===== config.mk =====
export PLATFORM = sky130hd
export DESIGN_NAME = icache_refill_flat
export DESIGN_NICKNAME = d
export VERILOG_FILES = /design/src/rtl/icache_pkg.sv /design/src/rtl/icache_refill_if.sv /design/src/rtl/icache_line_buf.sv /design/src/rtl/icache_refill.sv /design/src/flat_wrapper.sv
export SDC_FILE = /design/constraint.sdc
export NUM_CORES = 2
export LEC_CHECK = 0
export ABC_AREA = 1
export BUFFER_PORTS_ARGS = -buffer_cell sky130_fd_sc_hd__buf_2
export CORE_AREA = 4 4 465 467
export CTS_CLUSTER_SIZE = 8
export DETAILED_ROUTE_END_ITERATION = 10
export DIE_AREA = 0 0 469 471
export PLACE_DENSITY = 0.44
export SLEW_MARGIN = 25
export SYNTH_ARGS = -nofsm -noshare
export SYNTH_HDL_FRONTEND = slang
export SYNTH_HIERARCHICAL = 1
export SYNTH_SLANG_ARGS = --single-unit

===== constraint.sdc =====
create_clock -name clk -period 2.43 [get_ports clk]
set_input_delay 0.1215 -clock clk [delete_from_list [all_inputs] [get_ports clk]]
set_output_delay 0.1215 -clock clk [all_outputs]
set_load 0.01 [all_outputs]

===== src/rtl/icache_pkg.sv =====
// Shared constants and types for the instruction cache and its refill engine.
package icache_pkg;

    localparam int unsigned ADDR_WIDTH     = 32;
    localparam int unsigned DATA_WIDTH     = 32;
    localparam int unsigned BLOCK_WIDTH    = 5;
    localparam int unsigned WORDS_PER_LINE = 1 << BLOCK_WIDTH;
    localparam int unsigned LINE_BITS      = WORDS_PER_LINE * DATA_WIDTH;
    localparam int unsigned OFFSET_LSB     = 2;
    localparam int unsigned LINE_LSB       = BLOCK_WIDTH + OFFSET_LSB;

    typedef enum logic [1:0] {IDLE, REQ, FILL, WRITE} refill_state_t;

    function automatic logic [ADDR_WIDTH-1:0] line_align(input logic [ADDR_WIDTH-1:0] addr);
        return {addr[ADDR_WIDTH-1:LINE_LSB], {LINE_LSB{1'b0}}};
    endfunction

    function automatic logic [BLOCK_WIDTH-1:0] word_offset(input logic [ADDR_WIDTH-1:0] addr);
        return addr[LINE_LSB-1:OFFSET_LSB];
    endfunction

endpackage


===== src/rtl/icache_refill_if.sv =====
// Miss, memory-burst and line-write signals between the refill engine and its neighbours.
interface icache_refill_if;
    import icache_pkg::*;

    logic                  miss_req;
    logic [ADDR_WIDTH-1:0] miss_addr;
    logic                  flush;
    logic                  refill_busy;
    logic                  mem_req;
    logic [ADDR_WIDTH-1:0] mem_addr;
    logic                  mem_ack;
    logic                  mem_rvalid;
    logic [DATA_WIDTH-1:0] mem_rdata;
    logic                  crit_valid;
    logic [DATA_WIDTH-1:0] crit_data;
    logic                  line_we;
    logic [ADDR_WIDTH-1:0] line_addr;
    logic [LINE_BITS-1:0]  line_data;
    logic                  refill_done;

    modport master (
        input  miss_req, miss_addr, flush, mem_ack, mem_rvalid, mem_rdata,
        output refill_busy, mem_req, mem_addr, crit_valid, crit_data,
               line_we, line_addr, line_data, refill_done
    );

    modport slave (
        output miss_req, miss_addr, flush, mem_ack, mem_rvalid, mem_rdata,
        input  refill_busy, mem_req, mem_addr, crit_valid, crit_data,
               line_we, line_addr, line_data, refill_done
    );

endinterface


===== src/rtl/icache_line_buf.sv =====
// One cache line of word registers: indexed single-word write, whole-line read.
module icache_line_buf
    import icache_pkg::*;
(
    input  logic                   clk,
    input  logic                   rst,
    input  logic                   we,
    input  logic [BLOCK_WIDTH-1:0] idx,
    input  logic [DATA_WIDTH-1:0]  wdata,
    output logic [LINE_BITS-1:0]   line
);

    logic [WORDS_PER_LINE-1:0][DATA_WIDTH-1:0] words;

    always_ff @(posedge clk) begin
        if (rst) begin
            words <= '0;
        end else if (we) begin
            words[idx] <= wdata;
        end
    end

    // Packed word order puts word i at bits [i*DATA_WIDTH +: DATA_WIDTH].
    assign line = words;

endmodule


===== src/rtl/icache_refill.sv =====
// I-cache miss refill engine: one burst read per miss, critical-word forward, full-line write.
module icache_refill
    import icache_pkg::*;
(
    input logic             clk,
    input logic             rst,
    icache_refill_if.master bus
);

    localparam logic [BLOCK_WIDTH-1:0] LAST_BEAT = BLOCK_WIDTH'(WORDS_PER_LINE - 1);

    refill_state_t         state;
    logic [BLOCK_WIDTH-1:0] beat_cnt;
    logic [BLOCK_WIDTH-1:0] crit_off;
    logic                  flush_pending;
    logic [ADDR_WIDTH-1:0] line_addr_q;
    logic                  mem_req_q;
    logic                  crit_valid_q;
    logic [DATA_WIDTH-1:0] crit_data_q;
    logic                  line_we_q;
    logic                  refill_done_q;
    logic [LINE_BITS-1:0]  buf_line;

    logic beat_we;
    logic drop;

    assign beat_we = (state == FILL) && bus.mem_rvalid;
    // A flush arriving on the same cycle as a beat already counts against that beat.
    assign drop    = flush_pending || bus.flush;

    icache_line_buf u_line_buf (
        .clk   (clk),
        .rst   (rst),
        .we    (beat_we),
        .idx   (beat_cnt),
        .wdata (bus.mem_rdata),
        .line  (buf_line)
    );

    always_ff @(posedge clk) begin
        if (rst) begin
            state         <= IDLE;
            beat_cnt      <= '0;
            crit_off      <= '0;
            flush_pending <= 1'b0;
            line_addr_q   <= '0;
            mem_req_q     <= 1'b0;
            crit_valid_q  <= 1'b0;
            crit_data_q   <= '0;
            line_we_q     <= 1'b0;
            refill_done_q <= 1'b0;
        end else begin
            crit_valid_q  <= 1'b0;
            line_we_q     <= 1'b0;
            refill_done_q <= 1'b0;
            unique case (state)
                IDLE: begin
                    if (bus.miss_req) begin
                        line_addr_q <= line_align(bus.miss_addr);
                        crit_off    <= word_offset(bus.miss_addr);
                        mem_req_q   <= 1'b1;
                        state       <= REQ;
                    end
                end
                REQ: begin
                    if (bus.flush) flush_pending <= 1'b1;
                    if (bus.mem_ack) begin
                        mem_req_q <= 1'b0;
                        beat_cnt  <= '0;
                        state     <= FILL;
                    end
                end
                FILL: begin
                    if (bus.flush) flush_pending <= 1'b1;
                    if (bus.mem_rvalid) begin
                        beat_cnt <= beat_cnt + 1'b1;
                        if (beat_cnt == crit_off && !drop) begin
                            crit_valid_q <= 1'b1;
                            crit_data_q  <= bus.mem_rdata;
                        end
                        if (beat_cnt == LAST_BEAT) begin
                            line_we_q     <= !drop;
                            refill_done_q <= 1'b1;
                            state         <= WRITE;
                        end
                    end
                end
                WRITE: begin
                    flush_pending <= 1'b0;
                    state         <= IDLE;
                end
                default: state <= IDLE;
            endcase
        end
    end

    assign bus.refill_busy = (state != IDLE);
    assign bus.mem_req     = mem_req_q;
    assign bus.mem_addr    = line_addr_q;
    assign bus.crit_valid  = crit_valid_q;
    assign bus.crit_data   = crit_data_q;
    assign bus.line_we     = line_we_q;
    assign bus.line_addr   = line_addr_q;
    assign bus.line_data   = buf_line;
    assign bus.refill_done = refill_done_q;

endmodule


===== src/flat_wrapper.sv =====
// flat-port wrapper written by rule: the top's interface ports become plain ports
module icache_refill_flat import icache_pkg::*;
  (clk, rst, bus_miss_req, bus_miss_addr, bus_flush, bus_mem_ack, bus_mem_rvalid, bus_mem_rdata, bus_refill_busy, bus_mem_req, bus_mem_addr, bus_crit_valid, bus_crit_data, bus_line_we, bus_line_addr, bus_line_data, bus_refill_done);
  icache_refill_if bus_i ();
  input logic clk;
  input logic rst;
  input wire logic [$bits(bus_i.miss_req)-1:0] bus_miss_req;
  input wire logic [$bits(bus_i.miss_addr)-1:0] bus_miss_addr;
  input wire logic [$bits(bus_i.flush)-1:0] bus_flush;
  input wire logic [$bits(bus_i.mem_ack)-1:0] bus_mem_ack;
  input wire logic [$bits(bus_i.mem_rvalid)-1:0] bus_mem_rvalid;
  input wire logic [$bits(bus_i.mem_rdata)-1:0] bus_mem_rdata;
  output wire logic [$bits(bus_i.refill_busy)-1:0] bus_refill_busy;
  output wire logic [$bits(bus_i.mem_req)-1:0] bus_mem_req;
  output wire logic [$bits(bus_i.mem_addr)-1:0] bus_mem_addr;
  output wire logic [$bits(bus_i.crit_valid)-1:0] bus_crit_valid;
  output wire logic [$bits(bus_i.crit_data)-1:0] bus_crit_data;
  output wire logic [$bits(bus_i.line_we)-1:0] bus_line_we;
  output wire logic [$bits(bus_i.line_addr)-1:0] bus_line_addr;
  output wire logic [$bits(bus_i.line_data)-1:0] bus_line_data;
  output wire logic [$bits(bus_i.refill_done)-1:0] bus_refill_done;
  assign bus_i.miss_req = bus_miss_req;
  assign bus_i.miss_addr = bus_miss_addr;
  assign bus_i.flush = bus_flush;
  assign bus_i.mem_ack = bus_mem_ack;
  assign bus_i.mem_rvalid = bus_mem_rvalid;
  assign bus_i.mem_rdata = bus_mem_rdata;
  assign bus_refill_busy = bus_i.refill_busy;
  assign bus_mem_req = bus_i.mem_req;
  assign bus_mem_addr = bus_i.mem_addr;
  assign bus_crit_valid = bus_i.crit_valid;
  assign bus_crit_data = bus_i.crit_data;
  assign bus_line_we = bus_i.line_we;
  assign bus_line_addr = bus_i.line_addr;
  assign bus_line_data = bus_i.line_data;
  assign bus_refill_done = bus_i.refill_done;
  icache_refill u_core (.clk(clk), .rst(rst), .bus(bus_i));
endmodule

==> qor.yml <==
critical_path:
  critPathBufInv: 4
  critical-path-top-delay-family: "buffers and inverters"
  cp_num_cells: 8
  critPathKind: "reg2reg"
  path_cells: "inv_1 > ha_2 > nand2_2 > buf_12 > o21ai_0 > dlygate4sd3_1 > nor2_1 > dlygate4sd3_1"
  cp-start-kind: "flop"
  rr_worst_depth: 8
  worst_path_largest_cell_delay_ns: 0.57
  reg2reg_slack_ns: 0.07
  worstReg2RegStart: "u_core/state[0]$_SDFFE_PP0P_"
  cp.required_ns: 3.10
  startpoint: "u_core/state[0]$_SDFFE_PP0P_"
  endpoint_kind: "flop"
  endpoint: "u_core/bus.line_addr[31]$_SDFFE_PP0P_"
  r2r-end: "u_core/bus.line_addr[31]$_SDFFE_PP0P_"
  cp_data_arrival_time_ns: 3.03
  cp_max_fo: 18
  cp_slowest_cell: "dlygate4sd3_1"
  path_common_cell: "dlygate4sd3_1"
floorplan:
  die_h_um: 471
  start_util_pct: 19.7
  die_w_um: 469
  core_mm2: 0.212
  ios: 1195
  fp.dieArea_mm2: 0.221
  core.rowCount: 169
route:
  drt_iter0_drc: 2906
  vias: 40837
  viasPerCell: 4.05
  drt-pass1-iter-count: 5
  wl_mm: 207
  avgRoutedWirePerCell_um: 20.5
  antenna_left: 0
  drc: 0
clock_network:
  cts_buffers: 157
  cts_tree: "yes"
  clock_latency_ns: 0.81
  htreeDepth: 4
  root_buffer: "clkbuf_16"
  cts.sinks: 1098
  clockBufferDepth: 3
  path_clk_slew_ns: 0.05
yosys:
  synth.most_common_cell: "nor2_1"
  synth.avg_cell_area_um2: 6.83
  seq_area_frac_synth_pct: 52.8
  synth_ff_type: "dfxtp_1"
  synth.top_cell.area_share_pct: 52.8
  synth_area_leaders: "dfxtp_1 (53%), nor2_1 (20%), nand2_1 (18%)"
  ys_ff_latch: 1098
  synth_commonest_cells: "nor2_1 (2,178), nand2_1 (1,996), dfxtp_1 (1,098)"
  synth_warnings: 6
  syn_inst: 6095
  synth-edff-count: 0
  synthArstFlopShare_pct: 0
  syn_area_mm2: 0.0416
  netlist-cell-type-count: 24
  yosys.area.top_type: "dfxtp_1"
power:
  sw_frac_of_total_pct: 27.9
  peakVddDrop_v: 0.000680
  power_leakage_nw: 26.5
  p_int_mw: 31.8
  clock_power_share_pct: 45.9
  powerDensity_mw_per_mm2: 778
  p_comb_share_pct: 11.2
  power.share.sequential_pct: 42.9
  power.total_mw: 44.1
  p_sw_mw: 12.3
hold_path:
  hold_class: "in2reg"
  min_from: "bus_mem_rdata[4]"
timing:
  max_freq_ghz: 0.424
  setup_violations: 0
  period_share_pct: 97.1
  post-route-min-period_ns: 2.36
  timing.hold.ws_ns: 0.129
  finalHoldViolCount: 0
  report.final.slew_viol_count: 0
  worst_slew_pin_slew_ns: 1.04
  fin_skew_ns: 0.0648
  grt_setup_unrepaired: "true"
  max_slew_margin_pct: 30.8
layout:
  final_nets: 7299
  regArea_mm2: 0.0220
  num-fill-cells: 23381
  synthToLayoutAreaGrowth_pct: 36.3
  multi_input_area_mm2: 0.0174
  final_core_util_pct: 26.8
  layout-drive-gt1-share_pct: 22.2
placed_design:
  place.gp.congestion: 0.790
  io_buffers: 1178
  hpwlAfterDp_mm: 142
global_route:
  gr-usage-all-layers_pct: 17.9
  grt_overflow: 0
  use_met3_pct: 5.39
  grt_pass1_vias: 37482
  antenna_found_initial: 26
  grt_first_pass_wirelength_mm: 284
  met2_usage_pct: 29.8
  grt_max_degree: 101
  grt_busiest_layer: "met2"
  met1_usage_pct: 21.5
run_status:
  outcome: "finished clean"
run:
  drv_cap: 0
[tightest hold or removal path, cell delays in order]
cell and delay [ns]:
dlygate4sd3_1 0.51, buf_2 0.11, nor2_1 0.04, nor2_1 0.09
[sequential cells by signal, summed over array words and instances, names as in the netlist]
signal                  count
u_core/beat_cnt             5
u_core/flush_pending        1
u_core/bus.line_we          1
u_core/bus.crit_valid       1
u_core/bus.crit_data       32
u_core/bus.line_addr       25
u_core/bus.refill_done      1
u_core/crit_off             5
u_core/state                2
u_core/bus.mem_req          1
u_core/u_line_buf/line   1024
[through the flow]
step | cells | area [µm²] | setup WS [ns] | setup TNS, ns
floorplan | 6108 | 41700 | 0.487 | 0
global placement | 9782 | 51300 | 0.126 | 0
detailed placement | 9782 | 51300 | 0.0882 | 0
CTS | 10062 | 56600 | 0.0310 | 0
global route | 10067 | 56700 | -0.0162 | -0.0162
finish | 10077 | 56700 | 0.0710 | 0
[power groups by stage]
stage | sequential (mW) | clock (mW) | combinational, mW
2_1_floorplan | 19.3 | 0 | 2.37
3_3_place_gp | 19.3 | 0 | 4.71
3_5_place_dp | 19.3 | 0 | 4.74
4_1_cts | 18.9 | 20.9 | 4.97
5_1_grt | 19.0 | 21.6 | 5.37
6_report | 18.9 | 20.3 | 4.93
[layout make-up]
| cell class | count | area share, % |
|---|---|---|
| Clock inverter | 18 | 0.672 |
| Sequential cell | 1098 | 38.7 |
| Multi-Input combinational cell | 4442 | 30.6 |
| Inverter | 94 | 0.646 |
| Timing Repair Buffer | 1429 | 16.0 |
| Antenna cell | 12 | 0.0529 |
| Clock buffer | 163 | 7.04 |
| Tap cell | 2821 | 6.22 |
[routing by layer]
metal | vias up | part of all wire (%)
met4 | 6 | 3.8
met2 | 1535 | 47
li1 | 20332 | -
met5 | - | 0.016
met3 | 327 | 8.9
met1 | 18637 | 41
[worst min-delay path by stage]
stage / end / slack (ns) / cells after the start
after floorplan: u_core/bus.crit_data[25]$_SDFFE_PP0P_ / 0.26 / 2
after global placement: u_core/bus.crit_data[18]$_SDFFE_PP0P_ / 0.38 / 3
after detailed placement: u_core/bus.crit_data[25]$_SDFFE_PP0P_ / 0.38 / 3
after CTS: u_core/bus.crit_data[15]$_SDFFE_PP0P_ / 0.04 / 4
after global routing: u_core/bus.crit_data[15]$_SDFFE_PP0P_ / 0.09 / 4
final: u_core/bus.crit_data[4]$_SDFFE_PP0P_ / 0.13 / 4
[cell usage in the layout, fill, tap and decap left out, drive strengths merged, types with 4 or more instances in the layout]
master / synthesis / routed
nor2: 2207 / 2207
nand2: 2017 / 2017
buf: 366 / 1330
dfxtp: 1098 / 1098
clkbuf: 108 / 164
nand3: 139 / 139
dlygate4sd3: 0 / 98
inv: 92 / 90
o21ai: 33 / 33
clkinv: 2 / 20
conb: 1 / 14
diode: 0 / 12
a21oi: 12 / 12
ha: 7 / 7
a211oi: 6 / 6
nor3: 4 / 4
[logic make-up after synthesis]
logic type / count (synthesis) / synth area share [%]
compound gates: 51 / 0.649
xor+xnor: 1 / 0.0210
fa+ha+maj: 7 / 0.210
buf+inv: 568 / 6.12
flops: 1098 / 52.8
other cells: 1 / 0.00901
simple gates: 4369 / 40.2
[what timing repair did]
item	CTS	global route
setup buffers	0	3
gates resized for setup	0	9
hold buffers	99	0
hold endpoints to repair	387	0
setup endpoints to repair	0	8
Note: power is estimated with default switching activity, not from simulation.
